[config.mk]
export PLATFORM = sky130hd
export DESIGN_NAME = adder_share_sched_flat
export DESIGN_NICKNAME = d
export VERILOG_FILES = /design/src/rtl/adder_share_sched_pkg.sv /design/src/rtl/adder_share_sched_if.sv /design/src/rtl/adder_share_sched_rr_arbiter.sv /design/src/rtl/adder_share_sched.sv /design/src/flat_wrapper.sv
export SDC_FILE = /design/constraint.sdc
export NUM_CORES = 1
export LEC_CHECK = 0
export CORE_MARGIN = 5
export CORE_UTILIZATION = 62
export CTS_CLUSTER_DIAMETER = 40
export DETAILED_ROUTE_END_ITERATION = 6
export DONT_BUFFER_PORTS = 1
export PLACE_DENSITY_LB_ADDON = 0.2
export SLEW_MARGIN = 10
export SYNTH_ARGS = -nofsm -noshare
export SYNTH_HDL_FRONTEND = slang
export SYNTH_SLANG_ARGS = --single-unit
[constraint.sdc]
create_clock -name i_clk -period 3.7 [get_ports i_clk]
set_input_delay 0.925 -clock i_clk [delete_from_list [all_inputs] [get_ports i_clk]]
set_output_delay 0.925 -clock i_clk [all_outputs]
set_load 0.02 [all_outputs]
[src/rtl/adder_share_sched_pkg.sv]
// ---------------------------------------------------------------------------
// adder_sched_pkg
// Shared constants and width helpers for the time-shared split adder
// (adder_share_sched) and its round-robin arbiter.
//   LP_LATENCY   : grant-to-result latency in clock edges (two pipeline stages)
//   clog2_min1() : ceil(log2(n)), never less than 1
//   id_width()   : width of a requester index for a given requester count
//   half_width() : width of one adder half for a given operand width
// The stage-1 record is declared in the top module because its field widths
// follow that module's parameters.
// ---------------------------------------------------------------------------
package adder_sched_pkg;

  localparam int LP_LATENCY = 2;

  function automatic int clog2_min1(input int n);
    int w;
    w = 0;
    for (int i = 0; i < 32; i++) begin
      if ((1 << w) < n) w = w + 1;
    end
    if (w < 1) w = 1;
    return w;
  endfunction

  function automatic int id_width(input int num_req);
    return clog2_min1(num_req);
  endfunction

  function automatic int half_width(input int data_width);
    return data_width / 2;
  endfunction

endpackage

[src/rtl/adder_share_sched_if.sv]
// ---------------------------------------------------------------------------
// adder_share_sched_if
// Bundles the requester-side bus of adder_share_sched.
//   i_req   [N]     request per requester
//   i_a/i_b [N*W]   operands, requester k at [k*W +: W]
//   i_cin   [N]     carry-in per requester
//   i_hold          1 = no new grants this cycle
//   o_gnt   [N]     one-hot grant (combinational)
//   o_vld           result valid pulse
//   o_id    [ID_W]  requester index of the result
//   o_sum   [W]     a+b+cin mod 2^W
//   o_cout          carry out of the MSB
//
// Handshake: i_req[k] acts as "valid" and o_gnt[k] as "ready". An operation
// transfers on the rising clock edge where both are 1. Until that edge the
// requester keeps i_req[k], i_a, i_b and i_cin for slot k stable; afterwards
// it may drop or change them. Results have no back-pressure: the consumer
// must take o_vld/o_id/o_sum/o_cout on the cycle they are presented.
//
// master : requester/consumer side, slave : adder_share_sched.
// ---------------------------------------------------------------------------
interface adder_share_sched_if #(
  parameter int P_DATA_WIDTH = 6,
  parameter int P_NUM_REQ    = 4
);
  import adder_sched_pkg::*;

  localparam int LP_ID_W = id_width(P_NUM_REQ);

  logic [P_NUM_REQ-1:0]              i_req;
  logic [P_NUM_REQ*P_DATA_WIDTH-1:0] i_a;
  logic [P_NUM_REQ*P_DATA_WIDTH-1:0] i_b;
  logic [P_NUM_REQ-1:0]              i_cin;
  logic                              i_hold;
  logic [P_NUM_REQ-1:0]              o_gnt;
  logic                              o_vld;
  logic [LP_ID_W-1:0]                o_id;
  logic [P_DATA_WIDTH-1:0]           o_sum;
  logic                              o_cout;

  modport master (
    output i_req, i_a, i_b, i_cin, i_hold,
    input  o_gnt, o_vld, o_id, o_sum, o_cout
  );

  modport slave (
    input  i_req, i_a, i_b, i_cin, i_hold,
    output o_gnt, o_vld, o_id, o_sum, o_cout
  );

endinterface

[src/rtl/adder_share_sched_rr_arbiter.sv]
// ---------------------------------------------------------------------------
// rr_arbiter
// Picks one requester per cycle for the shared adder.
//   i_clk, i_rst   clock, asynchronous active-high reset
//   i_req  [N]     requests
//   i_hold         1 = grant nothing this cycle
//   o_gnt  [N]     one-hot grant, combinational
//   o_gnt_id       index of the granted requester (0 when nothing granted)
// Round-robin: search starts at the pointer and wraps; after a grant to k the
// pointer moves to k+1 (wrapping), so the winner gets lowest priority next.
// Configuration macro ADDER_SCHED_PRIO_EN: when defined, the pointer register
// is removed and the search always starts at 0 (fixed priority, lowest index
// wins).
// ---------------------------------------------------------------------------
module rr_arbiter #(
  parameter int P_NUM_REQ = 4,
  parameter int P_ID_W    = 2
) (
  input  logic                 i_clk,
  input  logic                 i_rst,
  input  logic [P_NUM_REQ-1:0] i_req,
  input  logic                 i_hold,
  output logic [P_NUM_REQ-1:0] o_gnt,
  output logic [P_ID_W-1:0]    o_gnt_id
);

  logic [P_ID_W-1:0] ptr;
  logic              found;
  int                ptr_i;
  int                pos;

  // Walk the requesters in priority order ptr, ptr+1, ... and take the first
  // one asserted. Only int comparisons are used so every bit select is static.
  always_comb begin
    o_gnt    = '0;
    o_gnt_id = '0;
    found    = 1'b0;
    ptr_i    = int'(ptr);
    pos      = 0;
    if (!i_hold) begin
      for (int i = 0; i < P_NUM_REQ; i++) begin
        pos = ptr_i + i;
        if (pos >= P_NUM_REQ) pos = pos - P_NUM_REQ;
        for (int k = 0; k < P_NUM_REQ; k++) begin
          if (!found && (k == pos) && i_req[k]) begin
            found    = 1'b1;
            o_gnt[k] = 1'b1;
            o_gnt_id = P_ID_W'(k);
          end
        end
      end
    end
  end

`ifdef ADDER_SCHED_PRIO_EN
  // Fixed priority: no pointer state, clock and reset have nothing to drive.
  logic unused_clk_rst;
  assign unused_clk_rst = i_clk ^ i_rst;
  assign ptr = '0;
`else
  logic [P_ID_W-1:0] next_ptr;

  always_comb begin
    next_ptr = '0;
    if (o_gnt_id != P_ID_W'(P_NUM_REQ - 1)) next_ptr = o_gnt_id + P_ID_W'(1);
  end

  // Pointer only moves on an accepted grant, so it stays frozen under i_hold.
  always_ff @(posedge i_clk or posedge i_rst) begin
    if (i_rst) begin
      ptr <= '0;
    end else if (|o_gnt) begin
      ptr <= next_ptr;
    end
  end
`endif

endmodule

[src/rtl/adder_share_sched.sv]
// ---------------------------------------------------------------------------
// adder_share_sched
// Time-shares one two-stage split adder among P_NUM_REQ requesters. The
// arbiter picks a requester, its operands are captured on the grant edge,
// the low half is added in stage 1 and the high half (with the registered
// low carry) in stage 2. The result leaves tagged with the requester index
// exactly two edges after the grant, at one op per cycle.
// Ports:
//   i_clk   rising-edge clock
//   i_rst   asynchronous active-high reset; drops all in-flight ops
//   bus     adder_share_sched_if.slave (requests, operands, grant, result)
// Parameters: P_DATA_WIDTH (even), P_NUM_REQ (>= 2).
// Configuration macro ADDER_SCHED_PRIO_EN selects fixed priority in the
// arbiter instead of round-robin.
// ---------------------------------------------------------------------------
module adder_share_sched #(
  parameter int P_DATA_WIDTH = 6,
  parameter int P_NUM_REQ    = 4
) (
  input  logic                i_clk,
  input  logic                i_rst,
  adder_share_sched_if.slave  bus
);
  import adder_sched_pkg::*;

  localparam int LP_HALF = half_width(P_DATA_WIDTH);
  localparam int LP_ID_W = id_width(P_NUM_REQ);

  generate
    if ((P_DATA_WIDTH % 2) != 0) begin : g_bad_width
      $error("adder_share_sched: P_DATA_WIDTH must be even");
    end
    if (P_NUM_REQ < 2) begin : g_bad_num_req
      $error("adder_share_sched: P_NUM_REQ must be at least 2");
    end
  endgenerate

  // Stage-1 record: low-half sum with its carry in the MSB, plus the raw high
  // halves waiting for stage 2.
  typedef struct packed {
    logic               vld;
    logic [LP_ID_W-1:0] id;
    logic [LP_HALF:0]   lo;
    logic [LP_HALF-1:0] ahi;
    logic [LP_HALF-1:0] bhi;
  } s1_rec_t;

  logic [P_NUM_REQ-1:0]    gnt;
  logic [LP_ID_W-1:0]      gnt_id;
  logic [P_DATA_WIDTH-1:0] sel_a;
  logic [P_DATA_WIDTH-1:0] sel_b;
  logic                    sel_cin;
  logic [LP_HALF:0]        lo_sum;
  logic [LP_HALF:0]        hi_sum;
  s1_rec_t                 s1;
  logic                    vld_q;
  logic [LP_ID_W-1:0]      id_q;
  logic [P_DATA_WIDTH-1:0] sum_q;
  logic                    cout_q;

  rr_arbiter #(
    .P_NUM_REQ (P_NUM_REQ),
    .P_ID_W    (LP_ID_W)
  ) u_arb (
    .i_clk    (i_clk),
    .i_rst    (i_rst),
    .i_req    (bus.i_req),
    .i_hold   (bus.i_hold),
    .o_gnt    (gnt),
    .o_gnt_id (gnt_id)
  );

  // Operand mux. With no grant gnt_id is 0 and requester 0's operands flow
  // into the data regs; s1.vld=0 marks that cycle as a bubble.
  always_comb begin
    sel_a   = '0;
    sel_b   = '0;
    sel_cin = 1'b0;
    for (int k = 0; k < P_NUM_REQ; k++) begin
      if (gnt_id == LP_ID_W'(k)) begin
        sel_a   = bus.i_a[k*P_DATA_WIDTH +: P_DATA_WIDTH];
        sel_b   = bus.i_b[k*P_DATA_WIDTH +: P_DATA_WIDTH];
        sel_cin = bus.i_cin[k];
      end
    end
  end

  assign lo_sum = {1'b0, sel_a[LP_HALF-1:0]} + {1'b0, sel_b[LP_HALF-1:0]}
                + {{LP_HALF{1'b0}}, sel_cin};

  assign hi_sum = {1'b0, s1.ahi} + {1'b0, s1.bhi} + {{LP_HALF{1'b0}}, s1.lo[LP_HALF]};

  // Stage 1: capture on the grant edge.
  always_ff @(posedge i_clk or posedge i_rst) begin
    if (i_rst) begin
      s1 <= '0;
    end else begin
      s1.vld <= |gnt;
      s1.id  <= gnt_id;
      s1.lo  <= lo_sum;
      s1.ahi <= sel_a[P_DATA_WIDTH-1:LP_HALF];
      s1.bhi <= sel_b[P_DATA_WIDTH-1:LP_HALF];
    end
  end

  // Stage 2: high half plus registered low carry; low half passes through.
  always_ff @(posedge i_clk or posedge i_rst) begin
    if (i_rst) begin
      vld_q  <= 1'b0;
      id_q   <= '0;
      sum_q  <= '0;
      cout_q <= 1'b0;
    end else begin
      vld_q                          <= s1.vld;
      id_q                           <= s1.id;
      sum_q[LP_HALF-1:0]             <= s1.lo[LP_HALF-1:0];
      sum_q[P_DATA_WIDTH-1:LP_HALF]  <= hi_sum[LP_HALF-1:0];
      cout_q                         <= hi_sum[LP_HALF];
    end
  end

  assign bus.o_gnt  = gnt;
  assign bus.o_vld  = vld_q;
  assign bus.o_id   = id_q;
  assign bus.o_sum  = sum_q;
  assign bus.o_cout = cout_q;

endmodule

[src/flat_wrapper.sv]
// flat-port wrapper written by rule: the top's interface ports become plain ports
module adder_share_sched_flat import adder_sched_pkg::*;
#(
  parameter int P_DATA_WIDTH = 6,
  parameter int P_NUM_REQ    = 4
)
  (i_clk, i_rst, bus_i_req, bus_i_a, bus_i_b, bus_i_cin, bus_i_hold, bus_o_gnt, bus_o_vld, bus_o_id, bus_o_sum, bus_o_cout);
  adder_share_sched_if #(.P_DATA_WIDTH(P_DATA_WIDTH), .P_NUM_REQ(P_NUM_REQ)) bus_i ();
  input  logic i_clk;
  input  logic i_rst;
  input wire logic [$bits(bus_i.i_req)-1:0] bus_i_req;
  input wire logic [$bits(bus_i.i_a)-1:0] bus_i_a;
  input wire logic [$bits(bus_i.i_b)-1:0] bus_i_b;
  input wire logic [$bits(bus_i.i_cin)-1:0] bus_i_cin;
  input wire logic [$bits(bus_i.i_hold)-1:0] bus_i_hold;
  output wire logic [$bits(bus_i.o_gnt)-1:0] bus_o_gnt;
  output wire logic [$bits(bus_i.o_vld)-1:0] bus_o_vld;
  output wire logic [$bits(bus_i.o_id)-1:0] bus_o_id;
  output wire logic [$bits(bus_i.o_sum)-1:0] bus_o_sum;
  output wire logic [$bits(bus_i.o_cout)-1:0] bus_o_cout;
  assign bus_i.i_req = bus_i_req;
  assign bus_i.i_a = bus_i_a;
  assign bus_i.i_b = bus_i_b;
  assign bus_i.i_cin = bus_i_cin;
  assign bus_i.i_hold = bus_i_hold;
  assign bus_o_gnt = bus_i.o_gnt;
  assign bus_o_vld = bus_i.o_vld;
  assign bus_o_id = bus_i.o_id;
  assign bus_o_sum = bus_i.o_sum;
  assign bus_o_cout = bus_i.o_cout;
  adder_share_sched #(.P_DATA_WIDTH(P_DATA_WIDTH), .P_NUM_REQ(P_NUM_REQ)) u_core (.i_clk(i_clk), .i_rst(i_rst), .bus(bus_i));
endmodule
==> results of run 1 <==
==> layer usage <==
layer	vias to the layer above	track usage
met5	-	0
met4	0	0.0680
met3	4	0.0436
met2	63	0.314
met1	521	0.263
li1	544	-
==> flip-flops by register name, summed over array words and instances (netlist names) <==
register           count
u_core.bus.o_id        2
u_core.u_arb.ptr       2
u_core.s1             13
u_core.bus.o_cout      1
u_core.bus.o_sum       6
u_core.bus.o_vld       1
==> synthesized netlist by cell type, types with 3 or more instances <==
cell and instances:
nor2b_1 11, a221oi_1 9, ha_1 8, fa_1 4
dfrtp_1 25, clkbuf_1 5, inv_1 13, nor2_1 8
nor3_1 3, a21oi_1 17, nand2b_1 3, o31ai_1 6
o21ai_0 4, nand2_1 11, buf_2 3, a21o_1 3
==> kinds of logic after synthesis <==
family / after synthesis / synth area share
AOI/OAI and AO/OA: 48 / 0.217
and+or+nand+nor: 43 / 0.153
buffers and inverters: 25 / 0.0727
DFF: 25 / 0.418
adders and majority gates: 12 / 0.120
xor gates and xnor gates: 2 / 0.0117
muxes: 1 / 0.00669
==> critical path, stage by stage <==
cell	delay [ps]
or2_2	280
a21oi_1	140
o21ai_1	100
a21o_1	180
ha_1	190
nor2b_1	300
a221oi_1	130
nor3_1	180
a21oi_1	90
fa_1	480
fa_1	400
xnor2_1	140
==> stage by stage <==
| step | power [mW] | area, um^2 | worst slack [ps] | hold slack (ps) | instances |
|---|---|---|---|---|---|
| 2_1_floorplan | 0.716 | 1500 | 73.2 | 331 | 156 |
| 3_3_place_gp | 0.765 | 1530 | 128 | 333 | 181 |
| 3_5_place_dp | 0.790 | 1530 | 60.5 | 338 | 181 |
| 4_1_cts | 0.902 | 1560 | 388 | 366 | 185 |
| 5_1_grt | 0.969 | 1560 | 127 | 372 | 185 |
| 6_report | 0.889 | 1560 | 352 | 365 | 185 |
==> layout make-up <==
type	instances	area [um^2]	area share
well taps	28	35.0	0.0225
flip-flops and latches	25	626	0.402
inverters	15	56.3	0.0362
clock buffers	4	26.3	0.0169
repair buffers	7	50.0	0.0322
multi-input cells	106	762	0.490
==> power by group <==
group / leakage [nW] / internal, mW / switching (mW)
registers: 0.305 / 0.365 / 0.0967
logic: 0.394 / 0.147 / 0.168
clock network: 0.0150 / 0.0420 / 0.0698
==> final timing paths <==
kind                                startpoint                  end  slack [ps]  cells past startpoint
setup / recovery                  bus_i_req[1]         u_core.s1[8]         350                     12
hold / removal                    u_core.s1[6]  u_core.bus.o_sum[0]         360                      0
setup reg to reg           u_core.u_arb.ptr[1]         u_core.s1[8]         440                     11
hold reg to reg                   u_core.s1[6]  u_core.bus.o_sum[0]         360                      0
max in group asynchronous                i_rst  u_core.bus.o_sum[1]        2500                      1
min in group asynchronous                i_rst   u_core.bus.o_id[1]         670                      1
==> flow_metrics.py, run 1 <==
metrics = {
    "status": {
        "outcome": "complete, no violations",
    },
    "sta": {
        "fin_skew_ps": 4.08,
        "tns_ps": 0,
        "period_needed_ps": 3350,
        "maxSlewHeadroom": 0.430,
        "drv_slew": 0,
        "clock.fmax_ghz": 0.299,
        "rsz0062_at_grt": "no",
        "final-hold-violation-count": 0,
        "worst_pin_slew_ps": 853,
        "period_share": 0.905,
        "final-setup-viol-count": 0,
    },
    "global_route": {
        "grt_max_degree": 26,
        "antenna_found_initial": 0,
        "grt_util_all_layers": 0.196,
        "grt_pass1_vias": 1185,
        "grt-ovfl-total": 0,
        "grt_first_pass_wirelength_mm": 5.25,
    },
    "cells_and_area": {
        "final_cell_mix": "dfrtp_1, a21oi_1, inv_1",
        "n_antenna_cell": 0,
        "mostFrequentLayoutCell": "dfrtp_1",
        "nNetsFinal": 229,
        "n_fill_cell": 177,
        "drive_above_1_share": 0.0892,
        "syn_to_final_growth_pct": 3.93,
        "utilization": 0.690,
    },
    "drt": {
        "drc": 0,
        "routed.top_layer": "met4",
        "vias": 1132,
        "wl_met2_mm": 1.50,
        "vias_per_cell": 6.12,
        "post_drt_wl_per_cell_um": 16.9,
        "dr.pass1.iters": 4,
        "drt_iter0_drc": 25,
        "postRouteAntennaNets": 0,
        "routed_wl_mm": 3.12,
        "wl_met3_um": 271,
        "met1Wirelength_mm": 1.32,
    },
    "floorplan": {
        "num_rows": 17,
        "core-area_um2": 2250,
        "start_util": 0.664,
        "die_area_um2": 3500,
        "fp.dieH_um": 59.1,
        "io_pins": 73,
        "die_x_um": 59.1,
    },
    "clock_network": {
        "root_buffer": "clkbuf_4",
        "cts.sinks": 25,
        "post_cts_buffers": 0,
        "cts_resized": 0,
        "cts_buffer_depth": 2,
        "cts_tree": "done",
        "path_clk_slew_ps": 120,
        "clk_latency_ps": 300,
        "cts_buffers": 3,
        "htreeDepth": 1,
        "cts_hold_buf": 0,
    },
    "synthesis": {
        "synth_top_area_share": 0.418,
        "syn_inst": 156,
        "yosys.cell_types.count": 35,
        "synth_async_sr_flop_share": 1.00,
        "synth_area_um2": 1500,
        "synth_flop_cell": "dfrtp_1",
        "synth_largest_area_cell": "dfrtp_1",
        "ys_seq_area_frac": 0.418,
        "ys_seq_elements": 25,
        "netlist_top_cells_area": "dfrtp_1, ha_1, a21oi_1",
        "syn-num-nets": 227,
        "avgSynthCellArea_um2": 9.59,
        "synth_edf_count": 0,
        "synth_warnings": 0,
    },
    "pwr": {
        "p_leak_nw": 0.714,
        "peakVddDrop_v": 0.000361,
        "p_per_area_nw_per_um2": 572,
    },
    "placement": {
        "hpwlAfterDp_mm": 2.59,
        "place_congestion": 0.784,
        "portBuffers": 0,
    },
    "critical_path": {
        "cp_data_arrival_time_ps": 3550,
        "start_kind": "input pin",
        "end_kind": "register",
        "criticalPathCategory": "input pin to register",
        "crit_fanout": 5,
        "required_ps": 3900,
    },
    "worst_hold_path": {
        "holdCritPathClass": "register to register",
    },
    "flow_run": {
        "cap_violations": 0,
    },
}
No activity file was read; power rests on OpenSTA's default activity.
==> run 2: changes to the inputs <==
- HOLD_SLACK_MARGIN: not set -> 0.1
==> results of run 2 <==
The final DEF is identical to that of run 1; final timing and power are the same.
